<file path="src/rtl/cp0_unit.sv">
// cp0_unit: coprocessor-0 register file with exception entry/return, a
// prescaled Count/Compare timer, and a registered interrupt request.
module cp0_unit #(
   parameter int HW_IRQ_N  = 5,
   parameter int TIMER_DIV = 2
) (
   input  logic                clk,
   input  logic                rst,
   input  logic                mtc0_we,
   input  logic [4:0]          waddr,
   input  logic [31:0]         wdata,
   input  logic [4:0]          raddr,
   output logic [31:0]         rdata,
   input  logic                exc_valid,
   input  logic [4:0]          exc_code,
   input  logic [31:0]         exc_pc,
   input  logic                exc_bd,
   input  logic [31:0]         exc_badvaddr,
   input  logic                eret,
   input  logic [HW_IRQ_N-1:0] hw_int,
   output logic [31:0]         epc_out,
   output logic                status_exl,
   output logic                int_req
);

   localparam int PW = (TIMER_DIV > 1) ? $clog2(TIMER_DIV) : 1;
   localparam logic [PW-1:0] PRESC_MAX = PW'(TIMER_DIV - 1);

   localparam logic [4:0] REG_BADVADDR = 5'd8;
   localparam logic [4:0] REG_COUNT    = 5'd9;
   localparam logic [4:0] REG_COMPARE  = 5'd11;
   localparam logic [4:0] REG_STATUS   = 5'd12;
   localparam logic [4:0] REG_CAUSE    = 5'd13;
   localparam logic [4:0] REG_EPC      = 5'd14;
   localparam logic [4:0] EXC_ADEL     = 5'd4;
   localparam logic [4:0] EXC_ADES     = 5'd5;

   logic [31:0]         badvaddr_q, badvaddr_d;
   logic [31:0]         count_q, count_d;
   logic [31:0]         compare_q, compare_d;
   logic [31:0]         epc_q, epc_d;
   logic [7:0]          im_q, im_d;
   logic                exl_q, exl_d;
   logic                ie_q, ie_d;
   logic                bd_q, bd_d;
   logic                ti_q, ti_d;
   logic [1:0]          ip_sw_q, ip_sw_d;
   logic [HW_IRQ_N-1:0] ip_hw_q;
   logic [4:0]          exccode_q, exccode_d;
   logic [PW-1:0]       presc_q, presc_d;
   logic                int_req_q, int_req_d;

   logic [4:0]  hw_ip_s;
   logic [7:0]  ip_s;
   logic [31:0] status_s;
   logic [31:0] cause_s;
   logic [31:0] count_inc_s;
   logic        tick_s;
   logic        wr_s;
   logic        cnt_wr_s;
   logic        cmp_wr_s;
   logic        match_s;

   // Widen the sampled hardware lines to the full five IP slots; unused slots read 0
   always_comb begin
      hw_ip_s = 5'b0;
      hw_ip_s[HW_IRQ_N-1:0] = ip_hw_q;
   end

   // IP[7] is the timer interrupt and always mirrors TI
   assign ip_s     = {ti_q, hw_ip_s, ip_sw_q};
   assign status_s = {9'b0, 1'b1, 6'b0, im_q, 6'b0, exl_q, ie_q};
   assign cause_s  = {bd_q, ti_q, 14'b0, ip_s, 1'b0, exccode_q, 2'b0};

   // mtc0 only takes effect when neither an exception nor an eret claims the cycle
   assign wr_s        = mtc0_we & ~exc_valid & ~eret;
   assign cnt_wr_s    = wr_s & (waddr == REG_COUNT);
   assign cmp_wr_s    = wr_s & (waddr == REG_COMPARE);
   assign tick_s      = (presc_q == PRESC_MAX);
   assign count_inc_s = count_q + 32'd1;
   // A match needs a real increment; a Count load never matches on its own edge
   assign match_s     = tick_s & ~cnt_wr_s & (count_inc_s == compare_q);

   // Next-state logic for timer, exception entry/return and software writes
   always_comb begin
      badvaddr_d = badvaddr_q;
      count_d    = count_q;
      compare_d  = compare_q;
      epc_d      = epc_q;
      im_d       = im_q;
      exl_d      = exl_q;
      ie_d       = ie_q;
      bd_d       = bd_q;
      ti_d       = ti_q;
      ip_sw_d    = ip_sw_q;
      exccode_d  = exccode_q;
      presc_d    = presc_q;

      if (cnt_wr_s) begin
         count_d = wdata;
         presc_d = PW'(0);
      end else if (tick_s) begin
         count_d = count_inc_s;
         presc_d = PW'(0);
      end else begin
         presc_d = presc_q + PW'(1);
      end

      // A Compare write acknowledges the timer and beats a same-edge match
      if (cmp_wr_s) begin
         ti_d = 1'b0;
      end else if (match_s) begin
         ti_d = 1'b1;
      end else begin
         ti_d = ti_q;
      end

      if (exc_valid) begin
         // Nested exceptions keep the original EPC/BD so the outer handler can return
         if (!exl_q) begin
            exl_d = 1'b1;
            bd_d  = exc_bd;
            epc_d = exc_bd ? (exc_pc - 32'd4) : exc_pc;
         end else begin
            exl_d = exl_q;
         end
         exccode_d = exc_code;
         if ((exc_code == EXC_ADEL) || (exc_code == EXC_ADES)) begin
            badvaddr_d = exc_badvaddr;
         end else begin
            badvaddr_d = badvaddr_q;
         end
      end else if (eret) begin
         exl_d = 1'b0;
      end else if (mtc0_we) begin
         // Count is handled with the prescaler; BadVAddr is read-only
         case (waddr)
            REG_COMPARE: compare_d = wdata;
            REG_STATUS: begin
               im_d  = wdata[15:8];
               exl_d = wdata[1];
               ie_d  = wdata[0];
            end
            REG_CAUSE:   ip_sw_d = wdata[9:8];
            REG_EPC:     epc_d   = wdata;
            default:     compare_d = compare_q;
         endcase
      end else begin
         exl_d = exl_q;
      end
   end

   // Interrupt request derived from the current register state, registered below
   always_comb begin
      int_req_d = ie_q & ~exl_q & (|(ip_s & im_q));
   end

   // Architectural state; reset clears everything asynchronously
   always_ff @(posedge clk or posedge rst) begin
      if (rst) begin
         badvaddr_q <= 32'd0;
         count_q    <= 32'd0;
         compare_q  <= 32'd0;
         epc_q      <= 32'd0;
         im_q       <= 8'd0;
         exl_q      <= 1'b0;
         ie_q       <= 1'b0;
         bd_q       <= 1'b0;
         ti_q       <= 1'b0;
         ip_sw_q    <= 2'd0;
         ip_hw_q    <= '0;
         exccode_q  <= 5'd0;
         presc_q    <= PW'(0);
         int_req_q  <= 1'b0;
      end else begin
         badvaddr_q <= badvaddr_d;
         count_q    <= count_d;
         compare_q  <= compare_d;
         epc_q      <= epc_d;
         im_q       <= im_d;
         exl_q      <= exl_d;
         ie_q       <= ie_d;
         bd_q       <= bd_d;
         ti_q       <= ti_d;
         ip_sw_q    <= ip_sw_d;
         ip_hw_q    <= hw_int;
         exccode_q  <= exccode_d;
         presc_q    <= presc_d;
         int_req_q  <= int_req_d;
      end
   end

   // Read mux shows pre-edge state, so same-cycle writes are not visible
   always_comb begin
      case (raddr)
         REG_BADVADDR: rdata = badvaddr_q;
         REG_COUNT:    rdata = count_q;
         REG_COMPARE:  rdata = compare_q;
         REG_STATUS:   rdata = status_s;
         REG_CAUSE:    rdata = cause_s;
         REG_EPC:      rdata = epc_q;
         default:      rdata = 32'd0;
      endcase
   end

   assign epc_out    = epc_q;
   assign status_exl = exl_q;
   assign int_req    = int_req_q;

endmodule

</file>
<file path="config.mk">
export PLATFORM = sky130hd
export DESIGN_NAME = cp0_unit
export DESIGN_NICKNAME = d
export VERILOG_FILES = /design/src/rtl/cp0_unit.sv
export SDC_FILE = /design/constraint.sdc
export NUM_CORES = 1
export LEC_CHECK = 0
export ABC_CLOCK_PERIOD_IN_PS = 5500
export BUFFER_PORTS_ARGS = -buffer_cell sky130_fd_sc_hd__buf_4
export CORE_MARGIN = 5
export CORE_UTILIZATION = 41
export DETAILED_ROUTE_END_ITERATION = 8
export SLEW_MARGIN = 15
export SYNTH_ARGS = -nofsm -noshare
export SYNTH_HDL_FRONTEND = slang
export SYNTH_SLANG_ARGS = --single-unit
</file>
<file path="constraint.sdc">
create_clock -name clk -period 5.5 [get_ports clk]
set_input_delay 0.275 -clock clk [delete_from_list [all_inputs] [get_ports clk]]
set_output_delay 0.275 -clock clk [all_outputs]
set_load 0.005 [all_outputs]
</file>
==> results.md <==
* Status: finished clean
* Period minus WS final at about 3.1 ns
* Area Growth Syn to Fin at 26.3%
* Yosys cell types at 53
* # diodes at 0
* Die area at ~25000 um2
* Critical Path AT at around 3.4 ns
* DRT iter0 DRCs at 596
* Routability Congestion at roughly 0.85
* Total power draw at around 3.4 mW
* Tot GR Track Use at 22.0%
* Critical path peak fanout at 7
* Top-area cell type share of the netlist area at around 43%
* Clk sinks at approximately 150
* # setup viols final at 0
* # DRC at 0
* Layout cells sized above 1 at slightly above 30%
* Routed WL per cell at 20.2 um
* Synth Area per Inst at 9.92 um2
* Critical Path Start Type: flip-flop
* Skew final at around 0.0072 ns
* Ys flop type: dfrtp_1
* Pleak at 5.00 nW
* Yosys warnings at 0
* Worst EP required at approximately 5.8 ns
* Synth top area cells: dfrtp_1 43%, mux2_2 11%, xor2_1 5.7%
* Max-slew headroom at between 30% and 40%
* Worst-skew pair later-pin latency at 0.43 ns
* Post-CTS setup buffers at 0
* Setup crit end kind: flip-flop
* Cell taking the most area after synthesis: dfrtp_1
* Starting density of the core at about two fifths
* RSZ-0062 raised after global routing: false
* Worst Hold Margin at 0.0465 ns
* Clock transition at path regs at approximately 0.060 ns
* CTS root buf: clkbuf_16
* Number of port buffers at 187
* Hold Vio Cnt, Final at 0
* Routed via count at 7537
* TNS Setup at 0 ns
* Grt total ovfl at 0
* Max VDD drop at ~0.17 mV
* DP HPWL at ~20 mm
* Cells after Synth at a little under 900
* Critical path class: flip-flop to flip-flop
* Fin. max-slew vios at 0
* Initial antenna violation count at 0
* Placed Cells incl. Taps at 1311
* Largest net degree at the start of global routing at between 70 and 80
* Rows at 53
* Vias per inst at ~5.6
* Post-cts resize count at 0
* Pwr/cell area at 304 nW/um2
* Max frequency at 326 MHz
* Io pins at ~190
* Clock tree buffer depth at 2
* Post-route ant nets at 0
* Die Y at between 150 and 200 um
* Asr flop ratio synth at between 90% and 100%
* Post-synth EDFFs at 0
* Worst R2R Setup Slack at 2.43 ns
* Die extent in x at 157 um
* Sequential share of the synthesized area at between 40% and 50%
* Vias in the first global route at 7294
* First-pass GRT wire length at approximately 42 mm
* Area of the core at approximately 21000 um2
* Synthesized area at between 8000 and 9000 um2
* Non-filler cells, final at between 1000 and 1500
* Worst slew pin tran at between 0.9 and 1 ns
* Mapped Nets at slightly above 1000
* H-tree Lvls at 4
* CTS Buf Count at 17
* Hold Path Class: input pin to flip-flop
* Final nets at ~1200
* CTS tree: done
* Crit share post-route at 55.8%
* Routed WL at 27.3 mm
* Max_cap viols at 0
* Post-synthesis register bit count at around 150
* Router iterations before antenna repair at 5
[cell usage after synthesis, drive strengths merged (12+ instances only)]
library cell and instances:
clkbuf 47, a221o 16, nand4 20, xnor2 50
dfrtp 154, mux2i 34, nor4 13, a22oi 12
a21oi 14, nor2 44, a22o 15, xor2 58
nor3 21, o21ai 70, a222oi 14, nand2 116
mux2 86, buf 13, nand3 25
[layout by cell type, fill, tap and decap left out, drive strengths merged, types with 5 or more instances in the layout]
| cell type | n |
|---|---|
| a222oi | 14 |
| mux2 | 86 |
| nand4 | 20 |
| nand3 | 25 |
| nand2 | 116 |
| a22o | 15 |
| a31oi | 5 |
| xnor2 | 50 |
| a22oi | 12 |
| inv | 12 |
| mux2i | 34 |
| clkbuf | 19 |
| or4 | 6 |
| nor4 | 13 |
| dlygate4sd3 | 6 |
| xor2 | 58 |
| a21oi | 14 |
| nor2b | 5 |
| and3 | 5 |
| dfrtp | 154 |
| nor3 | 21 |
| o21ai | 70 |
| buf | 201 |
| or3 | 5 |
| a221o | 16 |
| nor2 | 44 |
[final timing paths]
check,from,to,depth (start not counted)
setup reg to reg,count_q[0],ti_q,8
hold / removal,eret,status_exl,2
max in group asynchronous,rst,epc_out[22],4
min in group asynchronous,rst,badvaddr_q[4],3
hold reg to reg,badvaddr_q[18],badvaddr_q[18],1
setup / recovery,count_q[0],ti_q,8
[layout make-up]
type / instances / area [um2]
well taps: 275 / 344
inverters: 11 / 46.3
fillers: 1976 / 9950
repair buffers: 207 / 1570
clock buffers: 19 / 443
flip-flops and latches: 154 / 3850
clock inverters: 12 / 149
multi-input cells: 670 / 4800
[power by group]
| part | switching (mW) | internal (mW) |
|---|---|---|
| registers | 0.209 | 1.31 |
| clock network | 0.475 | 0.721 |
| logic | 0.316 | 0.371 |
[flip-flops by register name, indices dropped and copies added, names as in the netlist, 2 cells and up]
register and cells:
exccode_q 5, epc_out 32, hw_ip_s 5, badvaddr_q 32, count_q 32, ip_sw_q 2, im_q 8, compare_q 32
[worst max-delay path, stage by stage (launching register included)]
cell	delay (ns)
dfrtp_1	0.49
ha_1	0.29
nand4_1	0.22
or4_4	0.63
nor3_4	0.36
nand2_1	0.11
xnor2_1	0.14
a2111o_1	0.39
o41ai_2	0.32
[logic make-up after synthesis]
group	share of synthesized area, %
and+or+nand+nor	15.2
xor gates and xnor gates	10.7
buffers and inverters	3.10
DFF	43.4
adders and majority gates	0.282
muxes	14.7
AOI/OAI and AO/OA	12.6
[stage by stage]
stage | area (um2) | util, % | setup WS, ns
2_1_floorplan | 8880 | - | 1.08
3_3_place_gp | 10600 | 49.9 | 2.58
3_5_place_dp | 10600 | 49.9 | 2.46
4_1_cts | 11200 | 53.0 | 2.46
5_1_grt | 11200 | 53.0 | 2.25
6_report | 11200 | 53.0 | 2.43
[per-layer routing]
metal / wire (um) / up-vias / GRT usage (%)
li1: - / 3561 / -
met1: 13000 / 3713 / 33.1
met2: 12400 / 251 / 34.2
met3: 1690 / 12 / 3.96
met4: 158 / 0 / 3.28
met5: 0 / - / 0
[timing repair]
action	4_1_cts	5_1_grt
hold buffers	6	0
endpoints found under the setup margin	0	0
endpoints found under the hold margin	25	0
No activity file was read; power rests on OpenSTA's default activity.
